File: config.mk
export PLATFORM = sky130hd
export DESIGN_NAME = id_hazard_ctrl_pip
export DESIGN_NICKNAME = d
export VERILOG_FILES = /design/src/rtl/id_hazard_ctrl_pip.sv
export SDC_FILE = /design/constraint.sdc
export NUM_CORES = 1
export LEC_CHECK = 0
export BUFFER_PORTS_ARGS = -buffer_cell sky130_fd_sc_hd__buf_2
export CAP_MARGIN = 10
export CORE_MARGIN = 4
export CORE_UTILIZATION = 51
export CTS_BUF_LIST = sky130_fd_sc_hd__clkbuf_4
export DETAILED_ROUTE_END_ITERATION = 16
export GPL_TIMING_DRIVEN = 1
export PLACE_DENSITY = 0.89
export SKIP_CTS_REPAIR_TIMING = 1
export SLEW_MARGIN = 10
export SYNTH_ARGS = -nofsm -noshare
export SYNTH_HDL_FRONTEND = slang
export SYNTH_SLANG_ARGS = --single-unit
File: constraint.sdc
create_clock -name clk -period 4.54 [get_ports clk]
set_input_delay 0.454 -clock clk [delete_from_list [all_inputs] [get_ports clk]]
set_output_delay 0.454 -clock clk [all_outputs]
set_load 0.01 [all_outputs]
File: src/rtl/id_hazard_ctrl_pip.sv
// Decode-stage control: owns the ID/EX register, stalls the front end on load-use
// hazards, redirects on JAL in ID and forwards EX-stage redirects to fetch.
module id_hazard_ctrl_pip #(
   parameter int          LOAD_USE_STALL = 1,
   parameter logic [31:0] NOP_INSTR      = 32'h00000013
) (
   input  logic        clk,
   input  logic        rst,
   input  logic [31:0] instr_in,
   input  logic [31:0] pc_in,
   input  logic        ex_redirect,
   input  logic [31:0] ex_target,
   output logic        pc_write,
   output logic        if_id_write,
   output logic        if_id_flush,
   output logic        jump,
   output logic [31:0] jump_target,
   output logic        branch_taken,
   output logic [31:0] branch_target,
   output logic        idex_valid,
   output logic [31:0] idex_instr,
   output logic [31:0] idex_pc
);

   localparam logic [6:0] OPC_LOAD  = 7'b0000011;
   localparam logic [6:0] OPC_JAL   = 7'b1101111;
   localparam logic [6:0] OPC_BR    = 7'b1100011;
   localparam logic [6:0] OPC_ST    = 7'b0100011;
   localparam logic [6:0] OPC_R     = 7'b0110011;
   localparam logic [6:0] OPC_LUI   = 7'b0110111;
   localparam logic [6:0] OPC_AUIPC = 7'b0010111;

   localparam logic [2:0] STALL_INIT = 3'(LOAD_USE_STALL - 1);

   typedef enum logic {RUN, STALL} state_t;

   state_t     state, state_nxt;
   logic [2:0] cnt, cnt_nxt;

   logic [6:0] opc, idex_opc;
   logic [4:0] rs1, rs2, idex_rd;
   logic       rs1_used, rs2_used, hazard, stall, jal_id;

   assign opc      = instr_in[6:0];
   assign rs1      = instr_in[19:15];
   assign rs2      = instr_in[24:20];
   assign idex_opc = idex_instr[6:0];
   assign idex_rd  = idex_instr[11:7];

   assign rs1_used = (opc != OPC_LUI) && (opc != OPC_AUIPC) && (opc != OPC_JAL);
   assign rs2_used = (opc == OPC_R) || (opc == OPC_ST) || (opc == OPC_BR);

   assign hazard = (state == RUN) && idex_valid && (idex_opc == OPC_LOAD) && (idex_rd != 5'd0) &&
                   ((rs1_used && rs1 == idex_rd) || (rs2_used && rs2 == idex_rd));
   assign stall  = hazard || (state == STALL);
   assign jal_id = (opc == OPC_JAL);

   assign jump_target   = pc_in + {{11{instr_in[31]}}, instr_in[31], instr_in[19:12],
                                   instr_in[20], instr_in[30:21], 1'b0};
   assign branch_taken  = ex_redirect;
   assign branch_target = ex_target;

   // Flush/jump are masked in reset so fetch sees a clean, free-running front end.
   always_comb begin
      pc_write    = 1'b1;
      if_id_write = 1'b1;
      if_id_flush = 1'b0;
      jump        = 1'b0;
      state_nxt   = state;
      cnt_nxt     = cnt;
      if (!rst) begin
         if (ex_redirect) begin
            if_id_flush = 1'b1;
            state_nxt   = RUN;
            cnt_nxt     = 3'd0;
         end else if (stall) begin
            pc_write    = 1'b0;
            if_id_write = 1'b0;
            if (state == RUN) begin
               if (LOAD_USE_STALL > 1) begin
                  state_nxt = STALL;
                  cnt_nxt   = STALL_INIT;
               end
            end else if (cnt == 3'd1) begin
               state_nxt = RUN;
               cnt_nxt   = 3'd0;
            end else begin
               cnt_nxt = cnt - 3'd1;
            end
         end else if (jal_id) begin
            jump        = 1'b1;
            if_id_flush = 1'b1;
         end
      end
   end

   always_ff @(posedge clk or posedge rst) begin
      if (rst) begin
         state      <= RUN;
         cnt        <= 3'd0;
         idex_valid <= 1'b0;
         idex_instr <= NOP_INSTR;
         idex_pc    <= 32'd0;
      end else begin
         state <= state_nxt;
         cnt   <= cnt_nxt;
         if (ex_redirect || stall) begin
            idex_valid <= 1'b0;
            idex_instr <= NOP_INSTR;
            idex_pc    <= 32'd0;
         end else begin
            idex_valid <= 1'b1;
            idex_instr <= instr_in;
            idex_pc    <= pc_in;
         end
      end
   end

endmodule

; ---- Word level (Yosys, flattened, before mapping)
; Cells that the tools add are included.
[op_classes]
reduce_logical = 18
add_sub_neg = 2
eq_ne = 11
mux = 20
n_bitwise = 2
[ops]
columns = operator, n
row1 = 32-bit 2-to-1 mux, 2
row2 = 32-bit adder, 1
row3 = 7-bit by 6-bit == test with 1-bit output (second input constant), 2
row4 = 7-bit == test (second input constant), 2
row5 = 1-bit 2-to-1 mux, 14
row6 = 3-bit 2-to-1 mux, 4
row7 = 5-bit == test, 2
row8 = 1-bit logical AND, 8
row9 = 7-bit by 2-bit == test with 1-bit output (second input constant), 1
row10 = 7-bit by 5-bit != test with 1-bit output (second input constant), 1
row11 = 7-bit by 6-bit != test with 1-bit output (second input constant), 1
row12 = 7-bit != test (second input constant), 1
row13 = 1-bit logical OR, 5
row14 = 5-bit nonzero test, 1
row15 = 2-bit nonzero test, 2
row16 = 3-bit by 1-bit == test with 1-bit output (second input constant), 1
row17 = 3-bit AND reduction, 1
row18 = 3-bit by 1-bit subtractor with 3-bit output (second input constant), 1
row19 = 1-bit NOT, 2
row20 = 2-bit AND reduction, 1
[word_totals]
input_bits = 99
wordCells = 58
reg_bits = 69

; ---- Longest topological paths before layout
; Gate-level depths: netlist of the first run.
[logic_depth]
word_depth = 10
mapped_depth = 9
mapped_depth_nobuf = 9

; ---- Worst setup path before layout of the first run
; OpenSTA, ideal clock, no wires.
[synth_path]
path_kind = input to output
start = in instr_in[21]
end = out jump_target[25]
arrival_ns = 2.381
setup_slack_ns = 1.705
required_time_ns = 4.086
cell_stages = 9
cell_sequence = ha_1 fa_1 a21oi_1 o21ai_0 o21a_1 a211o_1 a21oi_1 o21ai_1 xor2_1
[synth_via]
elab_chain_len = 1
[synth_lines]
columns = element, line
row1 = "start, declared", 9  ; input logic [31:0] instr_in,
row2 = 32-bit adder, 58  ; assign jump_target = pc_in + {{11{instr_in[31]}}, instr_in[31], instr_in[19:12],
row3 = "end, declared", 17  ; output logic [31:0] jump_target,
; No other way between the ends.

; ---- Worst setup path after layout of the first run
[layout_path]
start = in instr_in[21]
end = out jump_target[17]
; The elaborated chain is that of the path after synthesis.

==> results.ini, run 1 <==
[yosys]
netlist_area_mm2=0.00437
yosys.area.top_type=dfrtp_1
yosysTopAreaCellShare=0.378
synth_area_leaders=dfrtp_1, ha_1, and2_1
synthFlopType=dfrtp_1
synth_seq_cells=69
synthArstFlopShare=1.00
syn_avg_cell_area_um2=9.74
ys.warnings.count=0
synth.distinct_cells=55
postSynthCellCount=449
synth_edf_count=0
synth_nets=581
yosysSeqAreaShare=0.396

[floorplan]
io_pins=233
dieArea_mm2=0.0101
start_util=0.527
fp.dieW_um=101
fp-row-count=33
die_h_um=101
core_mm2=0.00830

[placement]
gp_congestion=0.900
portBuffers=168
dp_hpwl_um=10000

[power]
report.power.total_w=0.00154
ir_drop_mv=0.113
p_leak_nw=2.61
p_per_area_mw_per_mm2=299

[route]
drt-total-wl_um=12200
first_pass_iters=5
viasPerCell=5.49
wl_per_cell_um=17.8
dr.first_iter.drc_count=147
post-route-drc-count=0
ant_nets=0
vias=3768

[finish]
layout_common_cells=buf_2, dfrtp_1, and2_1, ha_1, a21oi_1
layout.nets=707
layout_commonest_cell=buf_2
area_delta_synth_final_pct=17.6
post_route_cells_drive_above_1_share=0.347

[run]
maxCapViolCount=0

[global_route]
antenna_found_initial=1
grt_pass1_vias=3831
grt_pass1_wl_um=19100
grt_overflow_total=0
grt_start_max_net_pins=48
grt_usage=0.238

[worst_setup_path]
r2r_start=idex_instr[8]
critPathLaunch=instr_in[21]
worstPathArrival_ps=2950
path_cells=buf_2 -> ha_1 -> fa_1 -> a21oi_1 -> o21ai_0 -> o21a_1 -> a31oi_1 -> o21ai_0 -> a31oi_1 -> xnor2_1 -> buf_2
max_stage_delay_ps=400
critPathKind=in -> out
crit_path_top_delay_cell=fa_1
cp.required_ps=4090
path_delay_family=compound AO/OA/AOI/OAI gates
crit_fanout=3
cp_num_buf_inv=2
worstSetupEndpointType=primary output
critPathLaunchType=primary input

[clocking]
clockRootBuffer=clkbuf_4
clockBufferDepth=2
numClockSinks=69
clk_pin_slew_ps=100
cts_buffers=9
insertion_delay_ps=390
tritoncts=yes
h-tree-depth=3

[worst_hold_path]
min_from=instr_in[7]
worstHoldPathType=in -> reg

[timing]
fmax_ghz=0.294
setup_viol=0
relSlewSlack=0.370
period_share=0.750
rsz0062_at_grt=no
fin_tns_setup_ps=0
finalHoldViolations=0
tightest_slew_ps=944
fin_worst_skew_ps=18.5
fin_crit_ps=3400
slew_violations=0

[outcome]
outcome=finished, final reports clean

-- cell usage after synthesis, types with 4 or more instances --
library cell / instances
dfrtp_1: 66
and2_1: 61
buf_4: 37
ha_1: 32
a21oi_1: 31
nand2_1: 24
o21ai_0: 23
xor2_1: 21
xnor2_1: 18
nor2_1: 15
nand3_1: 10
clkbuf_1: 9
inv_1: 9
a21o_1: 6
a31oi_1: 6
nand4_1: 6
clkbuf_2: 5
nor3_1: 5
nor4_1: 5
o21bai_1: 5
a211oi_1: 4
or3_1: 4
-- worst reg2reg max path, delay by kind of cell, from the launching register on --
kind	cells	cell delay (ps)
buffers and inverters	1	440
AND/OR/NAND/NOR	3	1150
flip-flops	1	460
AO/OA/AOI/OAI	2	330
-- flip-flops by register name (all words and copies together) (netlist names) --
| signal | flops |
|---|---|
| idex_instr | 32 |
| idex_pc | 32 |
| idex_valid | 1 |
| state | 1 |
| cnt | 3 |
-- power breakdown --
| group | switching [W] | internal, W |
|---|---|---|
| combinational | 0.000290 | 0.000205 |
| sequential | 0.0000141 | 0.000647 |
| clock | 0.000203 | 0.000177 |
-- layer usage --
| layer | vias up | share of wire | GRT usage | routed length [µm] |
|---|---|---|---|---|
| met5 | - | 0 | 0 | 0 |
| met4 | 0 | 0.042 | 0.136 | 509 |
| met3 | 49 | 0.072 | 0.0263 | 875 |
| met2 | 184 | 0.50 | 0.407 | 6070 |
| met1 | 1759 | 0.39 | 0.290 | 4740 |
| li1 | 1776 | - | - | - |
-- kinds of logic (layout without fill, tap and decap cells) --
group                      Yosys count  count (layout)  synth area share
AOI/OAI and AO/OA                  102             102             0.157
xor gates and xnor gates            39              39            0.0781
adders and majority gates           33              33            0.0961
buffers and inverters               64             195            0.0890
DFF                                 69              69             0.396
muxes                                1               1           0.00229
other                                0               1                 0
and+or+nand+nor                    141             141             0.182
-- stage by stage --
step | instance area, µm² | instances | utilization | hold WS, ps | setup WS (ps)
CTS | 5140 | 685 | 0.619 | 242 | 1140
finish | 5140 | 686 | 0.620 | 268 | 1140
floorplan | 4370 | 449 | - | 479 | 1710
detailed placement | 5010 | 669 | 0.603 | 512 | 1160
global route | 5140 | 686 | 0.620 | 257 | 954
global placement | 5010 | 669 | 0.603 | 508 | 1210
-- cell type report --
cell class	count	area (µm²)
well taps	105	131
fillers	710	3160
clock inverters	5	51.3
inverters	9	33.8
repair buffers	170	856
flip-flops and latches	69	1730
multi-input cells	316	2250
clock buffers	11	82.6
diodes	1	2.50
-- worst paths after layout --
kind | to | slack, ps | cells after the start
max | jump_target[17] | 1140 | 11
min | idex_instr[7] | 270 | 2
max reg2reg | idex_pc[13] | 2100 | 6
min reg2reg | cnt[0] | 530 | 1
max in group asynchronous | idex_instr[1] | 3290 | 3
min in group asynchronous | idex_instr[24] | 330 | 2
No activity file was read; power rests on OpenSTA's default activity.
==> run 2, diff against run 1 <==
CORE_UTILIZATION = 42   (was 51)
PLACE_DENSITY = 0.79   (was 0.89)
clock period = 2.82 ns   (was 4.54 ns; I/O delays follow)
==> run 2 against run 1 <==
Worst hold slack got worse by 200 ps. Sequential share of layout area is 1.2 points lower. Die area increased by 20%. Cell area up 3.6%. Total power increased by 64%.
==> results.ini, run 2 (synthesis results as in run 1) <==
[floorplan]
die_h_um=110
core_mm2=0.00995
io_pins=233
fp.dieW_um=110
start_util=0.439
dieArea_mm2=0.0121
fp-row-count=36

[route]
wl_per_cell_um=17.2
post-route-drc-count=0
dr.first_iter.drc_count=378
viasPerCell=5.40
vias=3915
first_pass_iters=5
ant_nets=0
drt-total-wl_um=12500

[timing]
setup_viol=0
period_share=0.981
fin_tns_setup_ps=0
finalHoldViolations=0
tightest_slew_ps=713
holdWs_ps=64.9
fmax_ghz=0.361
fin_crit_ps=2770
layout_setup_ws_ps=53.7
fin_worst_skew_ps=22.2
slew_violations=0
rsz0062_at_grt=yes
relSlewSlack=0.524

[clocking]
clk_pin_slew_ps=100
insertion_delay_ps=410
h-tree-depth=3
cts_buffers=9
clockRootBuffer=clkbuf_4
numClockSinks=69
tritoncts=yes
clockBufferDepth=2

[worst_setup_path]
worstSetupEndpointType=primary output
crit_fanout=4
cp.required_ps=2540
worstPathArrival_ps=2480
critPathKind=in -> out
critPathLaunchType=primary input

[power]
report.power.total_w=0.00253
p_per_area_mw_per_mm2=475
ir_drop_mv=0.218
p_leak_nw=2.69

[worst_hold_path]
worstHoldPathType=in -> async

[finish]
layout_commonest_cell=buf_2
num-fill-cells=883
layout.nets=719
diodes=0
final_cells=725
largestRegisters=idex_instr: 32 flops, idex_pc: 32 flops, cnt: 3 flops
post_route_cells_drive_above_1_share=0.375
area_delta_synth_final_pct=21.8
layout_common_cells=buf_2, dfrtp_1, and2_1, ha_1, a21oi_1

[placement]
portBuffers=168
gp_congestion=0.914
placedCellCount=707
dp_hpwl_um=9850
dpl_worst_slack_ps=-63.0

[outcome]
outcome=finished, final reports clean

[run]
maxCapViolCount=0

[global_route]
grt_start_max_net_pins=56
grt_usage=0.199
grt_pass1_wl_um=18700
grt_overflow_total=0
grt_pass1_vias=3803
antenna_found_initial=0

-- run 2: changes by cell type in the layout (fill, tap and decap cells not counted), sizes merged --
cell   previous run  this run
buf             170       182
diode             1         0
-- run 2: path summary, 6_finish.rpt --
path                               start               to  slack [ps]  cells after the start
setup / recovery            instr_in[22]  jump_target[26]          50                     10
hold / removal                       rst    idex_instr[6]          60                      2
setup reg to reg           idex_instr[9]       idex_pc[6]         830                      6
hold reg to reg                   cnt[0]           cnt[0]         540                      1
max in group asynchronous            rst    idex_instr[7]        2020                      3
min in group clk            instr_in[11]   idex_instr[11]          90                      2
-- run 2: where the power goes --
group          switching [W]  leakage, nW  internal (W)  total [W]
Clock               0.000339       0.0766      0.000286   0.000625
Combinational       0.000481         1.73      0.000357   0.000838
Sequential         0.0000232        0.884       0.00104    0.00107
-- run 2: worst max-delay path, cell delays in order --
cell	delay [ps]
buf_2	130
ha_1	330
a211oi_2	90
o31ai_4	300
nor4b_4	280
o311ai_2	150
o41a_4	420
o21bai_2	160
xor2_1	170
buf_2	150
-- run 2: per-layer routing --
metal / wire (µm) / track usage / part of all wire
met5: 0 / 0 / 0
met4: 598 / 0.119 / 0.048
met3: 1110 / 0.0437 / 0.089
met2: 6000 / 0.334 / 0.48
met1: 4760 / 0.233 / 0.38
-- run 2: through the flow --
step | utilization | area [µm²]
6_report | 0.535 | 5330
5_1_grt | 0.535 | 5330
4_1_cts | 0.529 | 5270
3_5_place_dp | 0.516 | 5130
3_3_place_gp | 0.516 | 5130
2_1_floorplan | - | 4370
-- run 2: layout make-up --
cell class	instances	area, µm²	area share
sequential	69	1730	0.325
timing repair buffer	182	958	0.180
multi-input combinational	316	2300	0.432
clock inverter	5	52.6	0.00987
inverter	9	33.8	0.00634
clock buffer	11	82.6	0.0155
tap	133	166	0.0312
